$ cat config.mk
export PLATFORM = sky130hd
export DESIGN_NAME = frequency_meter
export DESIGN_NICKNAME = d
export VERILOG_FILES = /design/src/rtl/frequency_meter.sv
export SDC_FILE = /design/constraint.sdc
export NUM_CORES = 1
export LEC_CHECK = 0
export CORE_ASPECT_RATIO = 1.2
export CORE_MARGIN = 2
export CORE_UTILIZATION = 45
export CTS_BUF_LIST = sky130_fd_sc_hd__clkbuf_4
export DETAILED_ROUTE_END_ITERATION = 10
export PLACE_DENSITY_LB_ADDON = 0.12
export SYNTH_ARGS = -nofsm -noshare
export SYNTH_HDL_FRONTEND = slang
export SYNTH_SLANG_ARGS = --single-unit
$ cat constraint.sdc
create_clock -name clk -period 1.9 [get_ports clk]
set_input_delay 0.19 -clock clk [delete_from_list [all_inputs] [get_ports clk]]
set_output_delay 0.19 -clock clk [all_outputs]
set_load 0.01 [all_outputs]
$ cat src/rtl/frequency_meter.sv
// frequency_meter: counts rising edges of an asynchronous square wave over a
// fixed gate window of system-clock cycles and publishes the count with a
// one-cycle valid strobe. Back-to-back windows run without a dead cycle.
module frequency_meter #(
  parameter int CLK_HZ  = 50000000,
  parameter int GATE_MS = 1000,
  parameter int CNT_W   = 27
) (
  input  logic             clk,
  input  logic             rst,
  input  logic             en,
  input  logic             sig_in,
  output logic [CNT_W-1:0] freq,
  output logic             valid,
  output logic             ovf,
  output logic             busy
);

  localparam int GATE_CYCLES = (CLK_HZ / 1000) * GATE_MS;
  localparam int GATE_W      = (GATE_CYCLES > 1) ? $clog2(GATE_CYCLES) : 1;
  localparam logic [GATE_W-1:0] GATE_LAST = GATE_W'(GATE_CYCLES - 1);

  // A window shorter than two cycles cannot separate counting from publishing.
  generate
    if (GATE_CYCLES < 2) begin : g_gate_check
      $error("frequency_meter: GATE_CYCLES must be at least 2");
    end
  endgenerate

  typedef enum logic {
    IDLE = 1'b0,
    GATE = 1'b1
  } state_t;

  // Saturating increment; returns {overflowed, result}. The result sticks at
  // all-ones once the counter is full.
  function automatic logic [CNT_W:0] sat_add(input logic [CNT_W-1:0] a,
                                             input logic             b);
    logic [CNT_W:0] sum;
    sum = {1'b0, a} + {{CNT_W{1'b0}}, b};
    if (sum[CNT_W]) begin
      return {1'b1, {CNT_W{1'b1}}};
    end
    return sum;
  endfunction

  state_t            state_q,    state_d;
  logic [GATE_W-1:0] gate_cnt_q, gate_cnt_d;
  logic [CNT_W-1:0]  edge_cnt_q, edge_cnt_d;
  logic              sat_q,      sat_d;
  logic [CNT_W-1:0]  freq_q,     freq_d;
  logic              ovf_q,      ovf_d;
  logic              valid_q,    valid_d;
  logic              sig_p0_q,   sig_p0_d;
  logic              sig_p1_q,   sig_p1_d;
  logic              sig_p2_q,   sig_p2_d;

  logic              edge_now;
  logic              inc_ovf;
  logic [CNT_W-1:0]  inc_val;

  // p0/p1: two-flop synchroniser; p2: previous synchronised level for edge detect.
  always_comb begin
    sig_p0_d = sig_in;
    sig_p1_d = sig_p0_q;
    sig_p2_d = sig_p1_q;
  end

  // Input synchroniser and edge-detect registers.
  always_ff @(posedge clk or negedge rst) begin
    if (!rst) begin
      sig_p0_q <= 1'b0;
      sig_p1_q <= 1'b0;
      sig_p2_q <= 1'b0;
    end else begin
      sig_p0_q <= sig_p0_d;
      sig_p1_q <= sig_p1_d;
      sig_p2_q <= sig_p2_d;
    end
  end

  assign edge_now           = sig_p1_q & ~sig_p2_q;
  assign {inc_ovf, inc_val} = sat_add(edge_cnt_q, edge_now);

  // Next-state logic: gate counting, window close/publish, abort on en low.
  always_comb begin
    state_d    = state_q;
    gate_cnt_d = gate_cnt_q;
    edge_cnt_d = edge_cnt_q;
    sat_d      = sat_q;
    freq_d     = freq_q;
    ovf_d      = ovf_q;
    valid_d    = 1'b0;
    case (state_q)
      IDLE: begin
        gate_cnt_d = '0;
        edge_cnt_d = '0;
        sat_d      = 1'b0;
        if (en) begin
          state_d = GATE;
        end
      end
      GATE: begin
        if (gate_cnt_q == GATE_LAST) begin
          // The edge seen on the closing cycle still belongs to this window,
          // so a window that ends with en low still publishes normally.
          freq_d     = inc_val;
          ovf_d      = sat_q | inc_ovf;
          valid_d    = 1'b1;
          gate_cnt_d = '0;
          edge_cnt_d = '0;
          sat_d      = 1'b0;
          if (!en) begin
            state_d = IDLE;
          end
        end else if (!en) begin
          // Partial window is discarded; published results are untouched.
          state_d    = IDLE;
          gate_cnt_d = '0;
          edge_cnt_d = '0;
          sat_d      = 1'b0;
        end else begin
          gate_cnt_d = gate_cnt_q + GATE_W'(1);
          edge_cnt_d = inc_val;
          sat_d      = sat_q | inc_ovf;
        end
      end
      default: begin
        state_d    = IDLE;
        gate_cnt_d = '0;
        edge_cnt_d = '0;
        sat_d      = 1'b0;
      end
    endcase
  end

  // State, counters and published result registers.
  always_ff @(posedge clk or negedge rst) begin
    if (!rst) begin
      state_q    <= IDLE;
      gate_cnt_q <= '0;
      edge_cnt_q <= '0;
      sat_q      <= 1'b0;
      freq_q     <= '0;
      ovf_q      <= 1'b0;
      valid_q    <= 1'b0;
    end else begin
      state_q    <= state_d;
      gate_cnt_q <= gate_cnt_d;
      edge_cnt_q <= edge_cnt_d;
      sat_q      <= sat_d;
      freq_q     <= freq_d;
      ovf_q      <= ovf_d;
      valid_q    <= valid_d;
    end
  end

  assign freq  = freq_q;
  assign ovf   = ovf_q;
  assign valid = valid_q;
  assign busy  = (state_q == GATE);

endmodule
==> Word-level counts from Yosys, hierarchy flattened <==
Cells that the tools add are included.
{ "totals": {"regBits": 87, "elab_cells": 33, "input_bits": 4, "out_inout_bits": 30} }
{ "classes": {"add_sub_neg": 2, "bitwise_logic": 4, "n_eq_ne": 1, "reduce_logical": 1, "muxes": 15} }
{ "op_table": {"columns": ["op", "n"], "rows": [
  ["$mux 28", 2],
  ["$mux 27", 2],
  ["$pmux 27 s2", 1],
  ["$mux 26", 2],
  ["$pmux 26 s2", 1],
  ["$add 27x1->28", 1],
  ["$add 26x1->26 const B", 1],
  ["$eq 26x26->1 const B", 1],
  ["$mux 1", 6],
  ["$not 1->1", 2],
  ["$pmux 1 s2", 1],
  ["$reduce_and 2->1", 1],
  ["$and 1x1->1", 1],
  ["$or 1x1->1", 1]
]} }

==> Longest topological paths before layout <==
Gate-level depths: netlist of the first run.
{ "depth": {"depth_word": 9, "mapped_depth": 9, "mapped_depth_nobuf": 8} }

==> Least setup slack after synthesis of the first run <==
OpenSTA, ideal clock, no wires.
{ "synth_path": {"path_kind": "register to register", "startpoint": "register sig_p2_q", "endpoint": "register edge_cnt_q[22]", "path_buffers": 1, "setup_slack_ps": -168, "arrival_time_ps": 1931, "synth_period_minus_slack_ps": 2068, "required_time_ps": 1764, "stages_incl_launch_ff": 10, "setup_ps": 136, "cell_sequence": "dfrtp_1 > nor2b_1 > ha_1 > ha_1 > and4_1 > clkbuf_1 > nand2_1 > nor4_1 > xnor2_1 > a21oi_1"} }
{ "synth_between": {"elab_chain_cells": 8} }
{ "synth_rtl": {"columns": ["item", "line_no", "rtl"], "rows": [
  ["start: declaration", "56", "logic sig_p2_q, sig_p2_d;"],
  ["start signal: assignment", "78", "sig_p2_q <= sig_p2_d;"],
  ["$not 1->1 (*)", "82", "assign edge_now = sig_p1_q & ~sig_p2_q;"],
  ["$and 1x1->1 (*)", "82", null],
  ["$add 27x1->28 (*)", "40", "sum = {1'b0, a} + {{CNT_W{1'b0}}, b};"],
  ["$mux 1", "41", "if (sum[CNT_W]) begin"],
  ["$mux 28 (*)", "44", "return sum;"],
  ["$mux 27 (*)", "116", "end else if (!en) begin"],
  ["$mux 27 (*)", "104", "if (gate_cnt_q == GATE_LAST) begin"],
  ["$pmux 27 s2 (*)", "94", "case (state_q)"],
  ["named net edge_cnt_d[22]", "49", "logic [CNT_W-1:0] edge_cnt_q, edge_cnt_d;"],
  ["end signal: assignment", "150", "edge_cnt_q <= edge_cnt_d;"],
  ["end: declaration", "49", null]
]} }
The timed path passes the listed nets; every way through them passes the cells marked *.
A chain may end at the register's enable or synchronous reset.

==> Worst setup path after layout of the first run <==
{ "layout_path": {"startpoint": "register gate_cnt_q[7]", "endpoint": "register gate_cnt_q[20]"} }
{ "layout_between": {"elab_chain_cells": 4, "word_cells_on_any_way": 5, "cone_classes": "add/sub (1); eq/ne (1); mux (3)"} }
{ "layout_rtl": {"columns": ["item", "line_no", "rtl"], "rows": [
  ["start: declaration", "48", "logic [GATE_W-1:0] gate_cnt_q, gate_cnt_d;"],
  ["start signal: assignment", "149", "gate_cnt_q <= gate_cnt_d;"],
  ["$add 26x1->26", "123", "gate_cnt_d = gate_cnt_q + GATE_W'(1);"],
  ["$mux 26", "116", null],
  ["$mux 26 (*)", "104", null],
  ["$pmux 26 s2 (*)", "94", null],
  ["named net gate_cnt_d[20]", "48", null]
]} }
Marked as above.

==> metrics.yaml, run 1 <==
floorplanning:
  die_w_um: 91.1
  rows: 38
  die_y_um: 109
  ios: 34
  die-area_um2: 9890
  core_area_um2: 8940
  start_util_pct: 45.9
run_status:
  status: "finished, violations left"
  violations: "setup timing"
finish:
  seqCellArea_um2: 2180
  drive_gt1_share_pct: 28.8
  fin_util_pct: 61.5
  multi_input_area_um2: 2090
  fillers: 818
  syn_to_final_growth_pct: 34.1
  final_net_count: 516
  fin_cells: 633
  diodes: 0
worst_setup_path:
  end_kind: "register"
  critPathKind: "register to register"
  cp.required_ns: 2.24
  crit_fanout: 16
  critPathLaunchType: "register"
  cp.arrival_ns: 2.26
grt:
  grt_pass1_vias: 3253
  antenna_found_initial: 0
  grt_max_degree: 88
  gr-total-overflow: 0
  grtUsageTotal_pct: 19.4
  grt_first_pass_wirelength_um: 15100
place:
  hpwl_um: 6080
  dp.cells: 601
  port_buffers: 33
  place.gp.congestion: 0.911
timing:
  hold_viol_final: 0
  clock.fmax_mhz: 522
  worst_pin_slew_ns: 0.456
  setup_viol: 22
  slew_viol_final: 0
  rsz0062_at_grt: "yes"
  max_slew_margin_pct: 69.6
  holdWs_ns: 0.177
  period_share_pct: 101
  final.setup_skew_ns: 0.0146
  final.setup.tns_ns: -0.176
  post-route-min-period_ns: 1.92
  fin_ws_ns: -0.0169
logic_synthesis:
  avgSynthCellArea_um2: 9.95
  synth-edff-count: 0
  yosysWarnings: 0
  ys.flop_type: "dfrtp_1"
  yosysSeqAreaShare_pct: 53.1
  ys_async_sr_fraction_pct: 100
  synth_cells: 412
  ys_types: 42
  syn-num-nets: 419
  netlist_area_um2: 4100
  ys_ff_latch: 87
cts:
  max-clock-path-buffers: 2
  clk_pin_slew_ns: 0.13
  clockRootBuffer: "clkbuf_4"
  cts.sinks: 87
  h-tree-depth: 3
  cts_tree: "yes"
  worst_skew_pair.late_latency_ns: 0.45
  cts_buffers: 9
min_path:
  min_path_type: "input port to register"
drt:
  wl_per_cell_um: 15.2
  dr.max_layer_used: "met4"
  wl_met3_um: 266
  ant_nets: 0
  route.final.wire_length_um: 9610
  wl_met2_um: 5070
  viasPerCell: 5.27
  wl_met1_um: 4090
  dr.pass1.iters: 4
  drc: 0
  num_vias: 3339
  drtIter0Drc: 115
power_and_ir_drop:
  power_mw: 2.86
  p_leak_nw: 2.40
  worst_ir_drop_vdd_mv: 0.302
  p_per_area_nw_per_um2: 520
flow_run:
  cap_violations: 0
-- area by class of cell --
class / instances / share of cell area [%]
Multi-Input combinational cell: 302 / 38.0
Inverter: 3 / 0.205
Clock inverter: 6 / 0.706
Tap cell: 120 / 2.73
Sequential cell: 87 / 39.6
Clock buffer: 9 / 1.23
Timing Repair Buffer: 106 / 17.5
-- report_power, final --
| group | internal (mW) | switching (mW) | leakage (nW) |
|---|---|---|---|
| Combinational | 0.0340 | 0.0691 | 1.14 |
| Clock | 0.257 | 0.632 | 0.0592 |
| Sequential | 1.86 | 0.00521 | 1.21 |
| Total | 2.15 | 0.706 | 2.40 |
-- worst paths after layout --
check	start	endpoint	slack (ns)	cells past startpoint
hold / removal	sig_in	sig_p0_q	0.18	1
setup / recovery	gate_cnt_q[7]	gate_cnt_q[20]	-0.02	7
setup reg to reg	gate_cnt_q[7]	gate_cnt_q[20]	-0.02	7
min in group asynchronous	rst	freq[7]	0.30	3
hold reg to reg	sig_p0_q	sig_p1_q	0.39	0
max in group asynchronous	rst	edge_cnt_q[17]	1.24	3
-- cells in the final DEF (no fill, tap or decap), drive strengths merged --
cell type and n:
dfrtp 87, buf 72, nor2 64, nand2 46, clkdlybuf4s50 32, xnor2 28
o21ai 25, nand3 21, nor3 18, a21oi 18, nand4 13, nor4 13
clkbuf 10, and4 10, xor2 8, nor2b 7, and3 7, clkinv 5
inv 3, or3 3, mux2i 3, ha 3, or4 2, o31a 2
a31oi 2, and2 1, nor4bb 1, o211ai 1, nand2b 1, mux2 1
and4b 1, o21a 1, a41o 1, nand3b 1, clkinvlp 1, dlygate4sd3 1
-- per-layer routing --
metal  track usage [%]  vias to the layer above
met5                 0                        -
met4              7.58                        0
met3              4.74                       14
met2              35.0                       60
met1              22.2                     1641
li1                  -                     1624
-- through the flow --
step	area [µm²]	setup WS [ns]
6_report	5500	-0.0169
5_1_grt	5500	-0.122
4_1_cts	5130	-0.0212
3_5_place_dp	4940	-0.110
3_3_place_gp	4940	-0.0666
2_1_floorplan	4130	-0.000510
-- what timing repair did --
action / in CTS / in global routing
hold buffers: 1 / 0
endpoints found under the setup margin: 28 / 81
pin swaps: 3 / 38
gates resized for setup: 15 / 53
setup buffers: 1 / 12
cloned: 0 / 3
hold endpoints to repair: 87 / 0
-- flip-flops by register name (all words and copies together), names as in the netlist --
name / cells
sat_q: 1
gate_cnt_q: 26
sig_p1_q: 1
busy: 1
valid: 1
sig_p0_q: 1
ovf: 1
sig_p2_q: 1
edge_cnt_q: 27
freq: 27
-- worst max-delay path: stages (launching register included) --
cell	delay [ns]
dfrtp_1	0.42
buf_4	0.17
nor4bb_2	0.32
nand4_1	0.19
o211ai_1	0.28
buf_4	0.19
buf_6	0.18
nor2_1	0.07
-- synth_stat cells, types with 2 or more instances --
library cell,n,share of area [%]
dfrtp_1,87,53
nor2_1,64,5.9
nand2_1,45,4.1
xnor2_1,28,6.0
o21ai_1,22,2.7
nand3_1,21,2.6
nor3_1,18,2.2
nand4_1,12,1.8
nor4_1,12,1.8
a21oi_1,11,1.3
and4_1,10,2.1
clkbuf_1,9,0.82
xor2_1,8,1.7
and3_1,7,1.1
buf_2,7,0.85
a21oi_2,6,1.3
nor2b_4,6,2.0
ha_1,3,0.92
inv_1,3,0.27
mux2i_1,3,0.73
o21ai_0,3,0.37
or3_1,3,0.46
a31oi_1,2,0.31
buf_4,2,0.37
buf_6,2,0.55
o31a_1,2,0.43
-- logic make-up (layout without fill, tap and decap cells) --
group / Yosys count / in the layout / share of synthesized area [%]
mux: 4 / 4 / 1.01
xor+xnor: 36 / 36 / 7.69
simple gates: 209 / 209 / 27.0
fa+ha+maj: 3 / 3 / 0.916
flops: 87 / 87 / 53.1
buf+inv: 23 / 124 / 2.87
compound gates: 50 / 50 / 7.42
Power figures use the tool's default switching activity.
==> run 2, diff against run 1 <==
Settings changed: GPL_ROUTABILITY_DRIVEN from default to 0, SKIP_LAST_GASP from default to 1.
==> run 2 against run 1 <==
Compared with the run above:
- the flow still finishes with violations (setup timing)
- critical path type unchanged
- largest cell class unchanged
- critical path depth did not move
- register-to-register slack barely moved
- sequential share of layout area did not move
- global-route usage did not move
- clock power barely moved
==> metrics.yaml, run 2 (same netlist as run 1, synthesis figures left out) <==
run_status:
  status: "finished, violations left"
  violations: "setup timing"
cts:
  max-clock-path-buffers: 2  # unchanged
  clockRootBuffer: "clkbuf_4"
  worst_skew_pair.late_latency_ns: 0.45  # about the same
  cts.sinks: 87  # unchanged
  cts_buffers: 9  # unchanged
  clk_pin_slew_ns: 0.13  # about the same
  cts_tree: "yes"
  h-tree-depth: 3  # unchanged
grt:
  grt_max_degree: 88  # unchanged
  met3_usage_pct: 4.74  # unchanged
  grt-busiest-layer: "met2"
  antenna_found_initial: 0  # unchanged
  grt_pass1_vias: 3253  # unchanged
  gr-total-overflow: 0  # unchanged
  grt_first_pass_wirelength_um: 15100  # unchanged
  grtUsageTotal_pct: 19.4  # unchanged
  grtUsageMet2_pct: 35.0  # unchanged
  met1_usage_pct: 22.2  # unchanged
timing:
  worst_pin_slew_ns: 0.456  # -0.000464 ns
  final.setup_skew_ns: 0.0141  # -0.000499 ns
  holdWs_ns: 0.177  # +0.000740 ns
  slew_viol_final: 0  # unchanged
  clock.fmax_mhz: 523  # +0.33%
  hold_viol_final: 0  # unchanged
  fin_ws_ns: -0.0105  # +0.00638 ns
  setup_viol: 20  # -9.1%
  post-route-min-period_ns: 1.91  # -0.00638 ns
  period_share_pct: 101  # -0.34 points
  rsz0062_at_grt: "yes"
  max_slew_margin_pct: 69.6  # about the same
finish:
  final_net_count: 516  # unchanged
  syn_to_final_growth_pct: 34.1  # unchanged
  drive_gt1_share_pct: 28.8  # unchanged
  final_cell_mix: "87 x dfrtp_1, 61 x buf_4, 56 x nor2_1"
  diodes: 0  # unchanged
  final_common_cell: "dfrtp_1"
place:
  port_buffers: 33  # unchanged
  dpl_worst_slack_ns: -0.110  # unchanged
  hpwl_um: 6080  # unchanged
drt:
  ant_nets: 0  # unchanged
  drc: 0  # unchanged
  num_vias: 3356  # +0.51%
  route.final.wire_length_um: 9650  # +0.46%
  drtIter0Drc: 125  # +8.7%
  viasPerCell: 5.30  # +0.51%
  dr.pass1.iters: 4  # unchanged
  wl_per_cell_um: 15.2  # +0.46%
power_and_ir_drop:
  p_leak_nw: 2.40  # unchanged
  power_mw: 2.86  # about the same
  worst_ir_drop_vdd_mv: 0.302  # +0.12%
  p_per_area_nw_per_um2: 519  # about the same
worst_setup_path:
  reg2reg_slack_ns: -0.01  # about the same
  crit_fanout: 16  # unchanged
  cp.required_ns: 2.24  # about the same
  critPathLaunchType: "register"
  r2r-end: "gate_cnt_q[20]"
  rr_startpoint: "gate_cnt_q[7]"
  r2r_cells: 7  # unchanged
  cp.arrival_ns: 2.26  # about the same
  end_kind: "register"
  critPathKind: "register to register"
min_path:
  hp-start: "sig_in"
  min_to: "sig_p0_q"
  min_path_type: "input port to register"
  min_path_cells: 1  # unchanged
floorplanning:
  die-area_um2: 9890  # unchanged
  rows: 38  # unchanged
  die_y_um: 109  # unchanged
  start_util_pct: 45.9  # unchanged
  ios: 34  # unchanged
  core_area_um2: 8940  # unchanged
  die_w_um: 91.1  # unchanged
flow_run:
  cap_violations: 0  # unchanged
run 2: cell counts in the layout (fill, tap and decap cells not counted):
No cell type changed its count.
run 2: final cells by class:
type                       instances  area [µm²]
clock inverter                     6        38.8
inverter                           3        11.3
clock buffer                       9        67.6
multi-input combinational        302        2090
sequential                        87        2180
tap                              120         150
timing repair buffer             106         962
fill                             818        3440
run 2: what timing repair did:
item | CTS | global route
gates resized for setup | 15 | 53
setup buffers | 1 | 12
hold buffers | 1 | 0
pin swaps | 3 | 34
hold endpoints to repair | 87 | 0
gates cloned | 0 | 3
endpoints found under the setup margin | 28 | 81
run 2: metrics by stage:
step,setup TNS (ns),instances,util (%),instance area [µm²]
6_report,-0.0857,633,61.5,5500
4_1_cts,-0.0837,618,57.4,5130
3_5_place_dp,-1.18,601,55.3,4940
5_1_grt,-6.84,633,61.5,5500
2_1_floorplan,-0.000510,412,-,4130
3_3_place_gp,-0.482,601,55.3,4940
run 2: worst max-delay path by stage:
stage / from / end / slack [ns] / depth (start not counted)
4_1_cts: sig_p1_q / freq[16] / -0.02 / 8
5_1_grt: sig_p2_q / freq[11] / -0.12 / 9
3_3_place_gp: sig_p2_q / freq[19] / -0.07 / 8
2_1_floorplan: sig_p2_q / freq[21] / -0.0005 / 8
6_report: gate_cnt_q[7] / gate_cnt_q[20] / -0.01 / 7
3_5_place_dp: sig_p1_q / freq[21] / -0.11 / 7
run 2: power breakdown:
part           switching [mW]  internal [mW]  leakage, nW
registers             0.00522           1.86         1.21
clock network           0.632          0.257       0.0592
logic                  0.0690         0.0340         1.14
total                   0.706           2.15         2.40
run 2: per-layer routing:
layer | part of all wire (%) | wire length, µm | vias up
li1 | - | - | 1625
met1 | 43 | 4120 | 1663
met2 | 52 | 5060 | 52
met3 | 3.0 | 287 | 16
met4 | 2.0 | 190 | 0
met5 | 0 | 0 | -
run 2: critical path: stages, from the launching register on:
cell and delay, ns:
dfrtp_1 0.42, buf_4 0.17, nor4bb_2 0.32, nand4_1 0.19, o211ai_1 0.27, buf_4 0.19, buf_6 0.18, nor2_1 0.07
